<file path="config.mk">
export PLATFORM = sky130hd
export DESIGN_NAME = clock_bcd_seq
export DESIGN_NICKNAME = d
export VERILOG_FILES = /design/src/rtl/clock_bcd_seq.sv
export SDC_FILE = /design/constraint.sdc
export NUM_CORES = 1
export LEC_CHECK = 0
export CAP_MARGIN = 20
export CORE_ASPECT_RATIO = 0.8
export CORE_MARGIN = 2
export CORE_UTILIZATION = 45
export DETAILED_ROUTE_END_ITERATION = 8
export PLACE_DENSITY = 0.67
export SYNTH_ARGS = -nofsm -noshare
export SYNTH_HDL_FRONTEND = slang
export SYNTH_SLANG_ARGS = --single-unit
</file>
<file path="constraint.sdc">
create_clock -name i_clk -period 3.48 [get_ports i_clk]
set_clock_uncertainty 0.2 [all_clocks]
set_input_delay 0.522 -clock i_clk [delete_from_list [all_inputs] [get_ports i_clk]]
set_output_delay 0.522 -clock i_clk [all_outputs]
set_load 0.005 [all_outputs]
</file>
<file path="src/rtl/clock_bcd_seq.sv">
// clock_bcd_seq: converts NUM_FIELDS packed binary time fields to BCD with one shared
// sequential double-dabble engine that serves the fields one after another.
// An input snapshot is taken on start. The snapshot gets the 12h remap on the hour
// field, per-field overflow saturation and optional leading-zero blanking.
//
// Ports:
//   i_clk       clock
//   i_reset_n   synchronous active-low reset
//   i_start     conversion request, sampled when idle or on the edge leaving done
//   i_fields    field f at [f*BIN_WIDTH +: BIN_WIDTH]
//   i_mode_12h  12-hour remap of field HOUR_IDX, sampled with i_start
//   i_blank_lz  leading-zero blanking enable, sampled with i_start
//   o_busy      high whenever the engine is not idle
//   o_valid     one-cycle pulse when new results appear on o_bcd/o_overflow/o_pm
//   o_bcd       field f digit d (d=0 is the LSD) at [(f*BCD_DIGITS+d)*4 +: 4]
//   o_overflow  per-field saturation flag
//   o_pm        PM indicator, only ever set in 12h mode
module clock_bcd_seq #(
    parameter int unsigned NUM_FIELDS = 3,
    parameter int unsigned BIN_WIDTH  = 7,
    parameter int unsigned BCD_DIGITS = 2,
    parameter int unsigned HOUR_IDX   = 2,
    parameter logic [NUM_FIELDS-1:0] LZ_MASK = 3'b100
) (
    input  logic                             i_clk,
    input  logic                             i_reset_n,
    input  logic                             i_start,
    input  logic [NUM_FIELDS*BIN_WIDTH-1:0]  i_fields,
    input  logic                             i_mode_12h,
    input  logic                             i_blank_lz,
    output logic                             o_busy,
    output logic                             o_valid,
    output logic [NUM_FIELDS*BCD_DIGITS*4-1:0] o_bcd,
    output logic [NUM_FIELDS-1:0]            o_overflow,
    output logic                             o_pm
);

    localparam int unsigned BcdW   = BCD_DIGITS * 4;
    localparam int unsigned OutW   = NUM_FIELDS * BcdW;
    localparam int unsigned FieldW = (NUM_FIELDS > 1) ? $clog2(NUM_FIELDS) : 1;
    localparam int unsigned BitW   = (BIN_WIDTH > 1) ? $clog2(BIN_WIDTH) : 1;
    localparam int unsigned MaxVal = 10 ** BCD_DIGITS;
    localparam logic [FieldW-1:0] LastField = FieldW'(NUM_FIELDS - 1);
    localparam logic [BitW-1:0]   LastBit   = BitW'(BIN_WIDTH - 1);

    typedef enum logic [1:0] {StIdle, StShift, StDone} state_e;

    state_e                 state_q, state_d;
    logic [FieldW-1:0]      field_q, field_d;
    logic [BitW-1:0]        bit_q, bit_d;
    logic [BcdW-1:0]        bcd_q, bcd_d;
    logic [BIN_WIDTH-1:0]   snap_q [NUM_FIELDS];
    logic [BIN_WIDTH-1:0]   snap_d [NUM_FIELDS];
    logic [NUM_FIELDS-1:0]  ovf_q, ovf_d;
    logic                   pm_q, pm_d;
    logic                   blank_q, blank_d;
    logic [OutW-1:0]        stage_q, stage_d;
    logic [OutW-1:0]        out_bcd_q, out_bcd_d;
    logic [NUM_FIELDS-1:0]  out_ovf_q, out_ovf_d;
    logic                   out_pm_q, out_pm_d;
    logic                   valid_q, valid_d;

    // Snapshot preprocessing: remap, then overflow detection on the remapped value.
    logic [BIN_WIDTH-1:0]   snap_in [NUM_FIELDS];
    logic [NUM_FIELDS-1:0]  ovf_in;
    logic                   pm_in;
    logic [BIN_WIDTH-1:0]   hour_raw;

    always_comb begin
        hour_raw = i_fields[HOUR_IDX*BIN_WIDTH +: BIN_WIDTH];
        pm_in    = i_mode_12h && (32'(hour_raw) >= 32'd12);
        for (int unsigned f = 0; f < NUM_FIELDS; f++) begin
            snap_in[f] = i_fields[f*BIN_WIDTH +: BIN_WIDTH];
            if (f == HOUR_IDX && i_mode_12h) begin
                if (32'(snap_in[f]) == 32'd0) begin
                    snap_in[f] = BIN_WIDTH'(12);
                end else if (32'(snap_in[f]) >= 32'd13 && 32'(snap_in[f]) <= 32'd23) begin
                    snap_in[f] = snap_in[f] - BIN_WIDTH'(12);
                end
            end
            ovf_in[f] = 32'(snap_in[f]) >= MaxVal;
        end
    end

    // One double-dabble step on the current field, plus the finished-field post-processing.
    logic [BcdW-1:0] adj;
    logic [BcdW-1:0] shifted;
    logic [BcdW-1:0] fin;
    logic            cur_bit;
    logic            lead;

    always_comb begin
        adj = bcd_q;
        for (int unsigned d = 0; d < BCD_DIGITS; d++) begin
            if (bcd_q[d*4 +: 4] >= 4'd5) begin
                adj[d*4 +: 4] = bcd_q[d*4 +: 4] + 4'd3;
            end
        end
        cur_bit = snap_q[field_q][LastBit - bit_q];
        shifted = {adj[BcdW-2:0], cur_bit};

        fin  = shifted;
        lead = 1'b1;
        if (ovf_q[field_q]) begin
            for (int unsigned d = 0; d < BCD_DIGITS; d++) begin
                fin[d*4 +: 4] = 4'd9;
            end
        end else if (blank_q && LZ_MASK[field_q]) begin
            // Walk from the MSD down; digit 0 always stays visible.
            for (int d = int'(BCD_DIGITS) - 1; d >= 1; d--) begin
                if (lead && fin[d*4 +: 4] == 4'd0) begin
                    fin[d*4 +: 4] = 4'hF;
                end else begin
                    lead = 1'b0;
                end
            end
        end
    end

    // State register and datapath registers.
    always_ff @(posedge i_clk) begin
        if (!i_reset_n) begin
            state_q   <= StIdle;
            field_q   <= '0;
            bit_q     <= '0;
            bcd_q     <= '0;
            snap_q    <= '{default: '0};
            ovf_q     <= '0;
            pm_q      <= 1'b0;
            blank_q   <= 1'b0;
            stage_q   <= '0;
            out_bcd_q <= '0;
            out_ovf_q <= '0;
            out_pm_q  <= 1'b0;
            valid_q   <= 1'b0;
        end else begin
            state_q   <= state_d;
            field_q   <= field_d;
            bit_q     <= bit_d;
            bcd_q     <= bcd_d;
            snap_q    <= snap_d;
            ovf_q     <= ovf_d;
            pm_q      <= pm_d;
            blank_q   <= blank_d;
            stage_q   <= stage_d;
            out_bcd_q <= out_bcd_d;
            out_ovf_q <= out_ovf_d;
            out_pm_q  <= out_pm_d;
            valid_q   <= valid_d;
        end
    end

    // Next-state logic.
    always_comb begin
        state_d = state_q;
        unique case (state_q)
            StIdle:  if (i_start) state_d = StShift;
            StShift: if (bit_q == LastBit && field_q == LastField) state_d = StDone;
            StDone:  state_d = i_start ? StShift : StIdle;
            default: state_d = StIdle;
        endcase
    end

    // Datapath next values.
    always_comb begin
        field_d   = field_q;
        bit_d     = bit_q;
        bcd_d     = bcd_q;
        snap_d    = snap_q;
        ovf_d     = ovf_q;
        pm_d      = pm_q;
        blank_d   = blank_q;
        stage_d   = stage_q;
        out_bcd_d = out_bcd_q;
        out_ovf_d = out_ovf_q;
        out_pm_d  = out_pm_q;
        valid_d   = 1'b0;

        if (state_q == StDone) begin
            out_bcd_d = stage_q;
            out_ovf_d = ovf_q;
            out_pm_d  = pm_q;
            valid_d   = 1'b1;
        end

        if (state_q == StShift) begin
            if (bit_q == LastBit) begin
                stage_d[32'(field_q)*BcdW +: BcdW] = fin;
                bcd_d   = '0;
                bit_d   = '0;
                field_d = field_q + 1'b1;
            end else begin
                bcd_d = shifted;
                bit_d = bit_q + 1'b1;
            end
        end else if (i_start) begin
            // Idle or done: a start takes a fresh snapshot.
            snap_d  = snap_in;
            ovf_d   = ovf_in;
            pm_d    = pm_in;
            blank_d = i_blank_lz;
            field_d = '0;
            bit_d   = '0;
            bcd_d   = '0;
        end
    end

    // Outputs.
    always_comb begin
        o_busy     = (state_q != StIdle);
        o_valid    = valid_q;
        o_bcd      = out_bcd_q;
        o_overflow = out_ovf_q;
        o_pm       = out_pm_q;
    end

endmodule

</file>
### Word level (Yosys, flattened, before mapping)

Cells that the tools add are included.

| word-level totals | value |
|---|---|
| register bits after elaboration | 94 |
| input bits | 26 |

| cells by class | value |
|---|---|
| multiplexer cells | 33 |
| equal/unequal tests | 7 |
| $lt $le $gt $ge | 11 |
| bitwise operators | 2 |
| reductions and logical operators | 13 |
| shift operators | 2 |
| add/sub/neg operators | 7 |

Operators with widths:

| kind | count |
|---|---|
| $mux 7 | 5 |
| $neg 5->34 | 1 |
| $shift 8x34->24 const A | 1 |
| $shiftx 8x34->24 | 1 |
| $bwmux 24 | 1 |
| $mux 8 | 3 |
| $ge 7x7->1 const B | 3 |
| $mux 4 | 5 |
| $bmux 7 s2 | 1 |
| $ge 7x4->1 const B | 2 |
| $mux 3 | 4 |
| $mux 2 | 5 |
| $ge 4x3->1 const B | 2 |
| $reduce_and 2->1 | 4 |
| $le 7x5->1 const B | 1 |
| $logic_not 7->1 | 1 |
| $sub 7x4->7 const B | 1 |
| $ne 2x2->1 const B | 3 |
| $pmux 2 s3 | 1 |
| $mux 1 | 5 |
| $add 4x2->4 const B | 1 |
| $bmux 1 s2 | 2 |
| $eq 2x2->1 const B | 2 |
| $logic_and 1x1->1 | 4 |
| other kinds (15) | 16 |

### Logic depth before layout (Yosys ltp)

Gate-level depths: netlist of the first run.

| depth | value |
|---|---|
| depth in word-level cells | 9 |
| depth in mapped cells | 9 |

### Least setup slack after synthesis of the first run

Ideal clock, no wire load.

| path | value |
|---|---|
| kind | reg2reg |
| start point | register bcd_q[4] |
| end point | register stage_q[14] |
| path slack | 1.394 ns |
| cell stages (with the launch flop) | 8 |
| library setup time | 0.128 ns |
| period minus slack after synthesis | 2.086 ns |
| path buffers | 0 |
| arrival time | 1.758 ns |
| cell sequence | dfxtp_1 > inv_1 > ha_1 > or3b_2 > and4_1 > and3b_1 > a21boi_0 > o21ai_0 |

| on the way | value |
|---|---|
| longest elaborated chain between the ends | 8 |

Ends and longest elaborated chain:

| item | RTL line | RTL |
|---|---|---|
| start: declaration | 51 | `logic [BcdW-1:0] bcd_q, bcd_d;` |
| start signal: assignment | 126 | `bcd_q <= '0;` |
| start signal: assignment | 140 | `bcd_q <= bcd_d;` |
| $ge 4x3->1 or $add 3x2->3 (tied branches) | 95, 96 |  |
| $mux 3 (*) | 95 | `if (bcd_q[d*4 +: 4] >= 4'd5) begin` |
| $logic_not 4->1 | 111 | `if (lead && fin[d*4 +: 4] == 4'd0) begin` |
| $mux 4 | 111 |  |
| $mux 4 (*) | 108 | `end else if (blank_q && LZ_MASK[field_q]) begin` |
| $mux 4 (*) | 104 | `if (ovf_q[field_q]) begin` |
| $shiftx 8x34->24 (*) | 188 | `stage_d[32'(field_q)*BcdW +: BcdW] = fin;` |
| $bwmux 24 (*) | 188 |  |
| end signal: assignment | 145 | `stage_q <= stage_d;` |
| end: declaration | 57 | `logic [OutW-1:0] stage_q, stage_d;` |

Mark *: on every way between the ends. The rest lies on a longest branch, timed or not.
A chain may end at the register's enable or synchronous reset.

### Final worst setup path of the first run

Same ends and word-level chain as after synthesis.

==> results of run 1 <==
## flip-flops by register name, indices dropped and copies added, names as in the netlist
| register | flops |
|---|---|
| state_q | 2 |
| pm_q | 1 |
| stage_q | 24 |
| ovf_q | 3 |
| o_bcd | 24 |
| field_q | 2 |
| o_valid | 1 |
| bcd_q | 8 |
| o_pm | 1 |
| blank_q | 1 |
| o_overflow | 3 |
| snap_q | 21 |
| bit_q | 3 |
## cells in the mapped netlist (3+ instances only)
| library cell | n |
|---|---|
| nand3_1 | 10 |
| a211oi_1 | 3 |
| o211a_1 | 3 |
| a21boi_0 | 51 |
| and2_1 | 10 |
| inv_1 | 11 |
| nand2b_1 | 6 |
| clkbuf_1 | 19 |
| nand2_1 | 125 |
| a31oi_1 | 4 |
| a21oi_1 | 12 |
| o31ai_1 | 3 |
| dfxtp_1 | 94 |
| a32oi_1 | 4 |
| o22ai_1 | 3 |
| nor3b_1 | 4 |
| a21o_1 | 4 |
| nand3b_1 | 4 |
| o21ai_0 | 25 |
| o21ai_1 | 3 |
| nor2b_1 | 21 |
| nor2_1 | 6 |
| ha_1 | 15 |
| a22oi_1 | 8 |
| mux2i_1 | 5 |
| xnor2_1 | 4 |
## per-stage QoR
step | worst slack (ns) | std cells | util (%) | area (um^2) | hold WS, ns
2_1_floorplan | 1.39 | 504 | - | 4370 | 0.225
3_3_place_gp | 1.00 | 657 | 52.4 | 4990 | 0.241
3_5_place_dp | 0.893 | 657 | 52.4 | 4990 | 0.247
4_1_cts | 1.10 | 673 | 55.4 | 5280 | 0.259
5_1_grt | 0.879 | 674 | 55.7 | 5300 | 0.284
6_report | 1.07 | 674 | 55.7 | 5300 | 0.258
## final cells by class
cell class | instances | area [um^2]
multi-input combinational | 372 | 2330
timing repair buffer | 62 | 618
inverter | 11 | 41.3
fill | 868 | 4230
clock inverter | 7 | 61.3
clock buffer | 9 | 225
tap | 119 | 149
sequential | 94 | 1880
## power breakdown
| group | leakage, nW | internal, mW | switching, mW | total (mW) |
|---|---|---|---|---|
| clock network | 0.140 | 0.500 | 0.449 | 0.948 |
| registers | 0.761 | 1.09 | 0.0114 | 1.11 |
| logic | 0.997 | 0.0827 | 0.0929 | 0.176 |
## routing by layer
layer | up-vias | global-route usage [%]
met2 | 72 | 31.4
met5 | - | 0
li1 | 1856 | -
met3 | 10 | 4.43
met1 | 1767 | 28.2
met4 | 0 | 5.79
## layout by cell type, fill, tap and decap left out, drive strengths merged, types with 3 or more instances in the layout
master and count:
nand2 126, dfxtp 94, clkdlybuf4s50 54, a21boi 51
o21ai 28, nor2b 21, ha 15, inv 15
a21oi 13, and2 11, nand3 10, clkbuf 9
a22oi 8, buf 8, nand2b 7, nor2 6
mux2i 5, a21o 4, xnor2 4, nor3b 4
a32oi 4, nand3b 4, a31oi 4, o22ai 3
o31ai 3, a211oi 3, o211a 3, mux4 3
## worst min-delay path by stage
stage                 from          end  depth (start not counted)
3_5_place_dp    stage_q[7]   stage_q[7]                          2
6_report        stage_q[7]   stage_q[7]                          2
4_1_cts         stage_q[0]   stage_q[0]                          2
2_1_floorplan  stage_q[12]  stage_q[12]                          2
3_3_place_gp   stage_q[16]  stage_q[16]                          2
5_1_grt          o_bcd[17]    o_bcd[17]                          2
## worst min-delay path, stage by stage (launching register included)
cell	delay [ns]
dfxtp_1	0.33
nand2_1	0.05
o21ai_0	0.05
## kinds of logic after synthesis
| group | synth area share, % |
|---|---|
| simple gates | 22.6 |
| flops | 43.0 |
| buf+inv | 3.83 |
| compound gates | 22.1 |
| mux | 3.38 |
| fa+ha+maj | 4.29 |
| xor+xnor | 0.801 |
==> flow_metrics.env, run 1 <==
export IMPL_status="finished, final reports clean"
export IMPL_dpl_hpwl_mm=7.04
export IMPL_nets=591
export IMPL_die_area_um2=10500
export IMPL_cp_start_kind="flip-flop"
export IMPL_reg2reg_from="bcd_q[4]"
export IMPL_async_flop_share_pct=0
export IMPL_overflow=0
export IMPL_cts_resized=0
export IMPL_antenna_found_initial=0
export IMPL_met3_wirelength_um=413
export IMPL_routed_wl_met2_mm=4.38
export IMPL_fmax_mhz=415
export IMPL_clock_sinks=94
export IMPL_cap_violations=0
export IMPL_cp_max_fo=4
export IMPL_core_um2=9530
export IMPL_p_leak_nw=1.90
export IMPL_powerDensity_nw_per_um2=420
export IMPL_cts_setup_buffers=0
export IMPL_crit_path_end_kind="flip-flop"
export IMPL_post_route_min_period_ns=2.41
export IMPL_ant_nets=0
export IMPL_synth_main_ff_cell="dfxtp_1"
export IMPL_rrSetupSlack_ns=1.07
export IMPL_rsz0062_at_grt="no"
export IMPL_fp_dieH_um=92.2
export IMPL_gp_congestion=0.855
export IMPL_diodes=0
export IMPL_rows=32
export IMPL_syn2layout_area_growth_pct=21.3
export IMPL_critical_path_arrival_ns=2.42
export IMPL_route_final_wire_length_mm=9.93
export IMPL_critPathCapture="stage_q[14]"
export IMPL_first_pass_iters=4
export IMPL_finalCritPeriodShare_pct=69.2
export IMPL_grt_max_degree=88
export IMPL_irDropWorstVdd_v=0.000225
export IMPL_netlist_cell_type_count=63
export IMPL_hold_path_class="flip-flop to flip-flop"
export IMPL_startpoint="bcd_q[4]"
export IMPL_ys_ff_latch=94
export IMPL_synthDominantAreaCellType="dfxtp_1"
export IMPL_final_setup_viol_count=0
export IMPL_crit_type="flip-flop to flip-flop"
export IMPL_r2r_cells=7
export IMPL_io_pins=56
export IMPL_worst_path_buf_inv=1
export IMPL_fin_setup_tns_ns=0
export IMPL_drt_iter0_drc=175
export IMPL_slowest_delay_ns=0.47
export IMPL_required_ns=3.49
export IMPL_yosysSeqAreaShare_pct=43.0
export IMPL_drc=0
export IMPL_ctsHoldBuffers=0
export IMPL_cts_tree="done"
export IMPL_syn_avg_cell_area_um2=8.68
export IMPL_grt_pass1_vias=3457
export IMPL_cts_buffer_depth=2
export IMPL_worst_path_max_delay_cell="or3b_2"
export IMPL_critical_path_depth=7
export IMPL_worst_r2r_endpoint="stage_q[14]"
export IMPL_yosysWarningCount=0
export IMPL_syn_area_um2=4370
export IMPL_yosys_area_top_type_share_pct=43.0
export IMPL_insertion_delay_ns=0.34
export IMPL_maxSlewViolCount=0
export IMPL_die_x_um=114
export IMPL_synth_fp_nets=545
export IMPL_drt_met1_wl_mm=4.99
export IMPL_root_buffer="clkbuf_16"
export IMPL_htree_levels=3
export IMPL_numCtsBuffers=9
export IMPL_finalPower_mw=2.23
export IMPL_grt_usage_pct=20.2
export IMPL_top_layer="met4"
export IMPL_worstPathCellList="inv_1 > ha_1 > or3b_2 > and4_1 > and3b_1 > a21boi_0 > o21ai_0"
export IMPL_via_count=3705
export IMPL_yosys_top_cells_area="dfxtp_1 43%, nand2_1 11%, a21boi_0 8.8%"
export IMPL_synthCells=504
export IMPL_portBuffers=55
export IMPL_slew_headroom_pct=28.6
export IMPL_path_delay_family="simple AND/OR/NAND/NOR gates"
export IMPL_clk_pin_slew_ns=0.07
export IMPL_hold_viol_final=0
export IMPL_viasPerCell=5.50
export IMPL_worst_slew_pin_transition_ns=1.07
export IMPL_drive_above_1_share_pct=7.21
export IMPL_wire_per_inst_um=14.7
export IMPL_initial_core_util_pct=45.9
export IMPL_grt_pass1_wl_mm=16.9
export IMPL_synth_edf_count=0
Note: power is estimated with default switching activity, not from simulation.
==> inputs of run 2 (changes only) <==
- PLACE_DENSITY: 0.67 -> 0.7
- clock period: 3.48 -> 1.9 ns (I/O delays scaled with it)
==> run 2 against run 1 <==
The flow now finishes with violations (negative setup slack). Power up 93%. Non-clock buffer count is 70 higher. Routed wire length increased by 11%. Critical path depth stayed put. Sequential cell count did not move. Sequential share of layout area shrank 4.7 points. Critical path type unchanged.
==> flow_metrics.env, run 2 (synthesized netlist as in run 1, its figures left out) <==
export IMPL_status="finished, violations left"
export IMPL_violations="negative setup slack"
export IMPL_use_met3_pct=5.09
export IMPL_ant_nets=0
export IMPL_pre_cts_ws_ns=-0.328
export IMPL_grt_usage_pct=21.5
export IMPL_final_cell_mix="124 x nand2_1, 87 x dfxtp_1, 71 x buf_4"
export IMPL_grt_pass1_wl_mm=18.2
export IMPL_p_clk_share_pct=43.0
export IMPL_root_buffer="clkbuf_16"
export IMPL_via_count=3943
export IMPL_die_x_um=114
export IMPL_insertion_delay_ns=0.34
export IMPL_dpl_hpwl_mm=7.81
export IMPL_clock_sinks=94
export IMPL_overflow=0
export IMPL_final_setup_viol_count=16
export IMPL_required_ns=1.92
export IMPL_grt_max_degree=88
export IMPL_ctsHoldBuffers=0
export IMPL_clk_pin_slew_ns=0.06
export IMPL_internal_power_mw=3.32
export IMPL_drt_iter0_drc=133
export IMPL_drive_above_1_share_pct=25.4
export IMPL_pwr_share_comb_pct=9.7
export IMPL_dp_cells=719
export IMPL_wire_per_inst_um=14.8
export IMPL_slew_headroom_pct=61.3
export IMPL_numCtsBuffers=9
export IMPL_first_pass_iters=5
export IMPL_met1_usage_pct=30.4
export IMPL_die_area_um2=10500
export IMPL_diodes=0
export IMPL_portBuffers=55
export IMPL_critical_path_arrival_ns=2.04
export IMPL_p_leak_nw=2.30
export IMPL_fill_cells=776
export IMPL_hold_viol_final=0
export IMPL_worst_slew_pin_transition_ns=0.573
export IMPL_fin_ws_ns=-0.114
export IMPL_switching_share_pct=22.7
export IMPL_io_pins=56
export IMPL_crit_type="flip-flop to flip-flop"
export IMPL_cap_violations=0
export IMPL_initial_core_util_pct=45.9
export IMPL_use_met2_pct=33.5
export IMPL_post_route_min_period_ns=2.01
export IMPL_hold_path_class="primary input to flip-flop"
export IMPL_irDropWorstVdd_v=0.000532
export IMPL_cp_start_kind="flip-flop"
export IMPL_nets=661
export IMPL_syn2layout_area_growth_pct=40.8
export IMPL_powerDensity_nw_per_um2=697
export IMPL_viasPerCell=5.30
export IMPL_antenna_found_initial=0
export IMPL_pwr_share_seq_pct=47.3
export IMPL_rsz0062_at_grt="yes"
export IMPL_final_common_cell="nand2_1"
export IMPL_hold_slack_ns=0.233
export IMPL_route_final_wire_length_mm=11.0
export IMPL_gp_congestion=0.889
export IMPL_fp_dieH_um=92.2
export IMPL_fin_cells=744
export IMPL_htree_levels=3
export IMPL_cts_tree="done"
export IMPL_finalCritPeriodShare_pct=106
export IMPL_grt_pass1_vias=3839
export IMPL_drc=0
export IMPL_cts_buffer_depth=2
export IMPL_core_um2=9530
export IMPL_busiest_layer="met2"
export IMPL_crit_path_end_kind="flip-flop"
export IMPL_fmax_mhz=496
export IMPL_rows=32
export IMPL_cp_max_fo=3
export IMPL_p_switching_uw=976
export IMPL_maxSlewViolCount=0
[run 2: cell types whose count changed in the layout (fill, tap and decap cells not counted), sizes merged]
cell,before,now
buf,8,78
bufinv,0,1
clkbuf,9,12
clkdlybuf4s50,54,53
clkinv,2,0
clkinvlp,1,2
dlygate4sd2,0,1
inv,15,12
[run 2: repair_timing]
action                     4_1_cts  5_1_grt
buffers inserted                 4        5
setup endpoints to repair       22       26
hold endpoints to repair         0        0
resized for setup               23       32
pin swaps                       14       13
gates cloned                     0        0
[run 2: through the flow]
stage	util (%)	setup TNS (ns)	cell area [um^2]	power (mW)
after floorplan	-	-0.355	4470	2.28
after detailed placement	58.3	-3.72	5560	2.47
after global placement	58.3	-2.81	5560	2.46
after global routing	64.7	-2.09	6160	4.45
final	64.7	-1.12	6160	4.29
after CTS	62.6	-1.07	5970	4.31
[run 2: per-layer routing]
metal	up-vias	part of all wire, %
met5	-	0
met4	0	0.76
met3	8	2.9
met2	59	46
met1	1895	50
li1	1981	-
[run 2: power by group through the flow]
| stage | clock [mW] | sequential, mW | combinational [mW] |
|---|---|---|---|
| floorplan | 0 | 2.07 | 0.218 |
| global placement | 0 | 2.07 | 0.384 |
| detailed placement | 0 | 2.08 | 0.393 |
| CTS | 1.88 | 2.03 | 0.397 |
| global route | 1.96 | 2.03 | 0.455 |
| finish | 1.85 | 2.03 | 0.417 |
[run 2: path summary, 6_finish.rpt]
path                from  depth (start not counted)  slack [ns]          end
min            i_reset_n                          4        0.23  stage_q[21]
max             bcd_q[4]                          7       -0.11  stage_q[23]
max reg2reg     bcd_q[4]                          7       -0.11  stage_q[23]
min reg2reg  stage_q[12]                          2        0.25  stage_q[12]
[run 2: layout make-up]
| class | instances | area (um^2) | share of cell area [%] |
|---|---|---|---|
| clock inverter | 4 | 53.8 | 0.873 |
| sequential | 94 | 1900 | 30.8 |
| multi-input combinational | 372 | 2600 | 42.2 |
| clock buffer | 12 | 256 | 4.16 |
| tap | 119 | 149 | 2.42 |
| timing repair buffer | 132 | 1160 | 18.9 |
| inverter | 11 | 43.8 | 0.711 |
[run 2: worst max-delay path, cell delays in order, from the launching register on]
cell	delay [ns]
dfxtp_2	0.34
inv_2	0.05
ha_4	0.15
or3b_4	0.37
and4_1	0.17
and3b_2	0.26
a31oi_4	0.25
o21ai_1	0.12
==> inputs of run 3 (changes only) <==
- PLACE_DENSITY: 0.7 -> 0.67
- clock period: 1.9 -> 2.48 ns (I/O delays scaled with it)
==> run 3 against run 2 <==
The flow now finishes without violations. Combinational power shrank 40%. Design area fell by 13%. Register-to-register slack better by 0.31 ns. Via count fell by 7.8%. Sequential share of layout area rose by 4.2 points. Sequential power shrank 24%. Largest power group unchanged.
==> flow_metrics.env, run 3 (synthesized netlist as in run 1, its figures left out) <==
export IMPL_path_delay_family="simple AND/OR/NAND/NOR gates"
export IMPL_fmax_mhz=437
export IMPL_via_count=3636
export IMPL_slew_headroom_pct=63.1
export IMPL_finalCritPeriodShare_pct=92.3
export IMPL_slowest_delay_ns=0.47
export IMPL_viasPerCell=5.30
export IMPL_nets=603
export IMPL_multi_input_area_um2=2330
export IMPL_powerDensity_nw_per_um2=581
export IMPL_r2r_cells=8
export IMPL_use_met2_pct=29.0
export IMPL_startpoint="bcd_q[4]"
export IMPL_diodes=0
export IMPL_ctsHoldBuffers=0
export IMPL_ant_nets=0
export IMPL_worst_path_max_delay_cell="or3b_2"
export IMPL_syn2layout_area_growth_pct=23.1
export IMPL_critical_path_depth=8
export IMPL_cts_resized=0
export IMPL_required_ns=2.52
export IMPL_finalCoreUtilization_pct=56.5
export IMPL_post_route_min_period_ns=2.29
export IMPL_worstHoldEndpoint="stage_q[8]"
export IMPL_grt_pass1_wl_mm=16.6
export IMPL_cap_violations=0
export IMPL_drt_iter0_drc=244
export IMPL_cts_setup_buffers=0
export IMPL_cp_max_fo=4
export IMPL_critical_path_arrival_ns=2.33
export IMPL_hold_path_cell_count=2
export IMPL_worst_path_buf_inv=2
export IMPL_crit_type="flip-flop to flip-flop"
export IMPL_finalPower_mw=3.13
export IMPL_final_cell_mix="125 x nand2_1, 94 x dfxtp_1, 54 x clkdlybuf4s50_1"
export IMPL_gp_congestion=0.853
export IMPL_fp_dieH_um=92.2
export IMPL_core_um2=9530
export IMPL_numCtsBuffers=9
export IMPL_worstPathCellList="inv_1 > ha_1 > or3b_2 > and4_1 > and3b_1 > a21boi_0 > buf_4 > o21ai_0"
export IMPL_portBuffers=55
export IMPL_worst_r2r_endpoint="stage_q[6]"
export IMPL_grt_max_degree=88
export IMPL_dpl_hpwl_mm=7.01
export IMPL_io_pins=56
export IMPL_rsz0062_at_grt="no"
export IMPL_hold_path_class="flip-flop to flip-flop"
export IMPL_reg2reg_from="bcd_q[4]"
export IMPL_grt_pass1_vias=3387
export IMPL_maxSlewViolCount=0
export IMPL_p_leak_nw=1.95
export IMPL_root_buffer="clkbuf_16"
export IMPL_overflow=0
export IMPL_drc=0
export IMPL_cts_buffer_depth=2
export IMPL_final_setup_viol_count=0
export IMPL_clk_pin_slew_ns=0.07
export IMPL_cp_start_kind="flip-flop"
export IMPL_busiest_layer="met2"
export IMPL_insertion_delay_ns=0.35
export IMPL_first_pass_iters=5
export IMPL_die_x_um=114
export IMPL_worst_slew_pin_transition_ns=0.553
export IMPL_irDropWorstVdd_v=0.000342
export IMPL_die_area_um2=10500
export IMPL_grt_usage_pct=20.0
export IMPL_status="finished, final reports clean"
export IMPL_use_met3_pct=6.35
export IMPL_fill_cells=879
export IMPL_htree_levels=3
export IMPL_final_common_cell="nand2_1"
export IMPL_wire_per_inst_um=14.5
export IMPL_clock_sinks=94
export IMPL_drive_above_1_share_pct=9.17
export IMPL_hold_viol_final=0
export IMPL_fin_setup_tns_ns=0
export IMPL_cts_tree="done"
export IMPL_regArea_um2=1880
export IMPL_initial_core_util_pct=45.9
export IMPL_rows=32
export IMPL_rrSetupSlack_ns=0.19
export IMPL_antenna_found_initial=0
export IMPL_route_final_wire_length_mm=9.95
export IMPL_met1_usage_pct=28.5
export IMPL_crit_path_end_kind="flip-flop"
export IMPL_min_from="stage_q[8]"
## run 3: cell count changes in the layout (fill, tap and decap cells not counted), sizes merged
| cell | delta |
|---|---|
| clkdlybuf4s50 | +1 |
| bufinv | -1 |
| dlygate4sd2 | -1 |
| clkinv | +2 |
| inv | +2 |
| clkbuf | -3 |
| buf | -58 |
## run 3: worst max path at each step
stage / end
finish: stage_q[6]
global route: stage_q[22]
CTS: stage_q[6]
detailed placement: ovf_q[2]
global placement: ovf_q[2]
floorplan: stage_q[14]
## run 3: area by class of cell
class	instances	share of cell area (%)
Clock buffer	9	4.18
Clock inverter	7	1.07
Inverter	11	0.767
Multi-Input combinational cell	372	43.2
Sequential cell	94	35.0
Tap cell	119	2.77
Timing Repair Buffer	74	13.0
## run 3: layer usage
layer  part of all wire [%]  wire length [um]
met5                      0                 0
met4                   0.96                96
met1                     51              5120
met3                    5.1               510
met2                     42              4220
## run 3: through the flow
stage               area [um^2]  worst slack, ns  hold slack (ns)  instances
floorplan                  4370            0.394            0.225        504
global placement           5100            0.203            0.240        670
detailed placement         5100            0.180            0.248        670
CTS                        5380            0.191            0.260        686
finish                     5380            0.192            0.257        686
global route               5380          0.00932            0.278        686
## run 3: where the power goes
part | switching (mW) | internal [mW]
clock | 0.627 | 0.693
combinational | 0.131 | 0.121
sequential | 0.0183 | 1.54
total | 0.776 | 2.35
## run 3: worst register-to-register path: stages, from the launching register on
cell      delay, ns
dfxtp_1        0.34
inv_1          0.08
ha_1           0.24
or3b_2         0.47
and4_1         0.21
and3b_1        0.20
a21boi_0       0.19
buf_4          0.17
o21ai_0        0.09
==> RTL change 1, RTL diff (flow settings as in run 1) <==
Make the reset (`i_reset_n`) asynchronous in one clocked block. Comments in the files are not updated.
--- a/src/rtl/clock_bcd_seq.sv
+++ b/src/rtl/clock_bcd_seq.sv
@@ -119,5 +119,5 @@
 
     // State register and datapath registers.
-    always_ff @(posedge i_clk) begin
+    always_ff @(posedge i_clk or negedge i_reset_n) begin
         if (!i_reset_n) begin
             state_q   <= StIdle;
Formal check against the unedited RTL: differs if i_reset_n is asserted again (counterexample within 4 cycles, from zero or initial values and one cycle with i_reset_n low); with i_reset_n held inactive, the same outputs for 10 cycles.
==> RTL change 1 against run 1 <==
- hold slack better by 14 ps
- maximum frequency fell by 9.0%
- sequential cell count did not move
- die area shrank 0.47%
- global-route usage is 1.6 points lower
- non-clock buffer count fell by 2
- wire length fell by 9.2%
- setup slack worse by 240 ps
- largest cell class is now sequential cells
- via count down 15%
- synthesized area decreased by 0.49%
- critical path type unchanged
- highest routed layer unchanged
- cell area shrank 0.47%
Power is not compared: it rests on default switching activity, and its combinational part moved more than twofold at a synthesized area within 25%.
==> RTL change 1: results (changes against run 1) <==
Synthesis
  • Top cells by area, synth: dfrtp_1, nand2_1, mux2_2
  • Sequential area share after synthesis: 54.0% (+11 points)
  • Syn_area_per_cell: 10.5 sq um (+21%)
  • FFs w/ async S/R, synth: 100% (+100 points)
  • Syn_nets: 454 (-17%)

Placement
  • Dpl cells: 575 (-12%)
  • Post-DP HPWL: 6.58 mm (-6.5%)
  • Gpl congestion: 0.816 (-4.7%)

Setup path
  • CP peak stage delay: 660 ps (+190 ps)
  • CP max stage cell: dfrtp_1
  • Critical Path AT: 2630 ps (+210 ps)
  • Worst-path fanout max: 13 (+9)
  • CP delay by family, top: compound AO/OA/AOI/OAI gates

GRT
  • Largest net degree at the start of global routing: 34 (-61%)
  • Vias in the first global route: 3,030 (-12%)
  • Total GRT Usage: 18.6% (-1.6 points)
  • First-pass GRT wire length: 15.1 mm (-10%)
  • M1 GR Usage: 25.7% (-2.5 points)

Outcome
  • Status: completed

Final layout
  • Final layout net count: 508 (-14%)
  • Ratio of cells with drive above 1 in the final layout: 13.3% (+6.1 points)
  • Filler cells: 862 (-0.69%)

Detailed routing
  • WL met2: 4.24 mm (-3.2%)
  • Met3 wire length: 364 um (-12%)
  • Met1 WL: 4.30 mm (-14%)

STA
  • Slew @ Worst Pin: 715 ps (-357 ps)
==> RTL change 1: final cells by class <==
class	count	share of cell area (%)
clock buffers	10	4.34
clock inverters	5	0.711
inverters	14	0.995
multi-input cells	289	35.4
flip-flops and latches	94	44.6
well taps	119	2.82
repair buffers	60	11.1
==> RTL change 1: kinds of logic (layout without fill, tap and decap cells) <==
| kind of cell | after synthesis | in the layout | synth area share, % |
|---|---|---|---|
| flip-flops | 94 | 94 | 54.0 |
| XOR/XNOR | 4 | 4 | 0.805 |
| buffers and inverters | 31 | 89 | 2.99 |
| AND/OR/NAND/NOR | 149 | 149 | 15.3 |
| adder cells (fa/ha/maj) | 14 | 14 | 4.02 |
| AO/OA/AOI/OAI | 82 | 82 | 11.8 |
| multiplexers | 40 | 40 | 11.0 |
==> RTL change 1: report_power, final <==
part	leakage, nW	internal, mW	switching [mW]	total [mW]
registers	1.23	1.40	0.272	1.67
clock network	0.113	0.480	0.404	0.884
logic	1.12	0.548	0.734	1.28
==> RTL change 1: final timing paths <==
check / slack, ps / depth (start not counted) / startpoint / to
worst max-delay path: 830 / 6 / field_q[0]$_DFFE_PN0P_ / stage_q[21]$_DFFE_PN0P_
worst min-delay path: 270 / 2 / pm_q$_DFFE_PN0P_ / pm_q$_DFFE_PN0P_
worst max register to register: 830 / 6 / field_q[0]$_DFFE_PN0P_ / stage_q[21]$_DFFE_PN0P_
worst min register to register: 270 / 2 / pm_q$_DFFE_PN0P_ / pm_q$_DFFE_PN0P_
max in group asynchronous: 1850 / 3 / i_reset_n / stage_q[22]$_DFFE_PN0P_
min in group asynchronous: 460 / 2 / i_reset_n / stage_q[14]$_DFFE_PN0P_
==> RTL change 2, RTL diff (config.mk and constraints of run 1) <==
Made on the original files. The parameter `BCD_DIGITS` goes from 2 to 1.
--- a/src/rtl/clock_bcd_seq.sv
+++ b/src/rtl/clock_bcd_seq.sv
@@ -19,5 +19,5 @@
     parameter int unsigned NUM_FIELDS = 3,
     parameter int unsigned BIN_WIDTH  = 7,
-    parameter int unsigned BCD_DIGITS = 2,
+    parameter int unsigned BCD_DIGITS = 1,
     parameter int unsigned HOUR_IDX   = 2,
     parameter logic [NUM_FIELDS-1:0] LZ_MASK = 3'b100
Ports: changed (resized o_bcd); port bits go from 56 to 44. The function was not compared with the original's and may differ.
==> RTL change 2 against run 1 <==
- sequential power down 30%
- largest cell class unchanged
- largest power group unchanged
- sequential cell count decreased by 29
- wire length decreased by 28%
- synthesized area fell by 31%
- total power shrank 27%
- core utilization rose by 1.6 points
- setup slack got worse by 210 ps
- via count shrank 27%
- cell area is 30% lower
==> RTL change 2: results (changes against run 1) <==
Placement
  • Dpl cells: 473 (-28%)
  • Gpl congestion: 0.778 (-9.1%)
  • Post-DP HPWL: 5.00 mm (-29%)
  • I/O Buffers: 42 (-24%)

Hold path
  • Min-Delay Endpoint: snap_q[17]$_SDFFE_PN0P_
  • HP Start: snap_q[17]$_SDFFE_PN0P_

Setup path
  • R2R Path End: stage_q[9]$_SDFFE_PN0P_
  • Critical Path AT: 2700 ps (+280 ps)
  • Worst-path fanout max: 14 (+10)
  • Slack of the worst reg-to-reg path: 860 ps (-210 ps)

Detailed routing
  • Wire per inst: 14.5 um (-1.3%)
  • Vias per Instance: 5.54 (+0.80%)
  • WL met2: 3.01 mm (-31%)
  • DR pass1 iterations: 5 (+1)
  • Met3 wire length: 361 um (-13%)
  • DRT Wirelength: 7.12 mm (-28%)
  • Starting DRC count in detailed routing: 153 (-13%)
  • Met1 WL: 3.65 mm (-27%)

Clocking
  • Post-CTS sizing: 0 (unchanged)
  • CTS Root Cell: clkbuf_8

Synthesis
  • Synth Area in XOR/XNOR: 0.582% (-0.22 points)
  • Adder-cell share of the synthesized area: 4.99% (+0.70 points)
  • EDFF count, synth: 0 (unchanged)
  • Top cells by count, synth: nand2_1, dfxtp_1, a21oi_1
  • Syn Inst Count: 361 (-28%)
  • Sequential area share after synthesis: 43.3% (+0.24 points)
  • Top cells by area, synth: dfxtp_1, nand2_1, a21oi_1
  • Compound-Gate Fraction of Synth Area: 20.7% (-1.4 points)
  • Syn_nets: 399 (-27%)
  • Cell variety after synth: 50 (-21%)

Final layout
  • Filler cells: 616 (-29%)
  • Largest register FFs: 21
  • Final layout net count: 439 (-26%)
  • Ratio of cells with drive above 1 in the final layout: 7.39% (+0.18 points)

GRT
  • Total GRT Usage: 20.9% (+0.72 points)
  • First-pass GRT wire length: 11.9 mm (-30%)
  • Vias in the first global route: 2,467 (-29%)

Pwr
  • VDD IR max: 198 uV (-12%)
  • Switching share of power: 24.2% (-0.56 points)
  • Leak pwr: 1.31 nW (-31%)

STA
  • Slew headroom: 41.9% (+13 points)

Outcome
  • Status: completed
RTL change 2: critical path, cell delays in order, from the launching register on:
cell,delay (ps)
dfxtp_1,610
inv_1,230
ha_1,350
nand2_1,90
nor4b_1,770
a32oi_1,200
nor2_1,110
RTL change 2: area by class of cell:
cell class	instances	area share, %
Multi-Input combinational cell	267	42.4
Sequential cell	65	35.3
Timing Repair Buffer	48	12.6
Clock buffer	12	4.48
Tap cell	84	2.85
Clock inverter	4	1.36
Inverter	10	1.02
RTL change 2: how the worst max path moves through the flow:
stage / slack [ps] / end
2_1_floorplan: 1160 / ovf_q[2]$_SDFFE_PN0P_
3_3_place_gp: 560 / ovf_q[2]$_SDFFE_PN0P_
3_5_place_dp: 540 / ovf_q[2]$_SDFFE_PN0P_
5_1_grt: 690 / stage_q[9]$_SDFFE_PN0P_
4_1_cts: 900 / ovf_q[2]$_SDFFE_PN0P_
6_report: 860 / stage_q[9]$_SDFFE_PN0P_
RTL change 2: routing by layer:
metal | vias to the layer above | track usage, %
met5 | - | 0
met3 | 11 | 6.58
met4 | 0 | 6.43
met1 | 1266 | 30.1
li1 | 1356 | -
met2 | 82 | 29.8
RTL change 2: kinds of logic after synthesis:
logic type | count (synthesis)
compound gates | 100
xor+xnor | 2
simple gates | 144
fa+ha+maj | 12
buf+inv | 29
mux | 9
flops | 65
RTL change 2: through the flow:
| step | util (%) | worst slack [ps] | cell area (sq um) | hold slack, ps | power, mW |
|---|---|---|---|---|---|
| CTS | 57.1 | 896 | 3680 | 257 | 1.63 |
| global route | 57.3 | 689 | 3690 | 271 | 1.69 |
| floorplan | - | 1160 | 3010 | 229 | 0.896 |
| global placement | 53.8 | 558 | 3470 | 244 | 0.957 |
| detailed placement | 53.8 | 539 | 3470 | 247 | 0.960 |
| finish | 57.3 | 860 | 3690 | 254 | 1.62 |
RTL change 2: power groups by stage:
stage | sequential (mW) | clock (mW) | combinational [mW]
detailed placement | 0.796 | 0 | 0.164
global route | 0.781 | 0.725 | 0.183
CTS | 0.780 | 0.690 | 0.165
finish | 0.780 | 0.676 | 0.165
floorplan | 0.792 | 0 | 0.104
global placement | 0.796 | 0 | 0.161
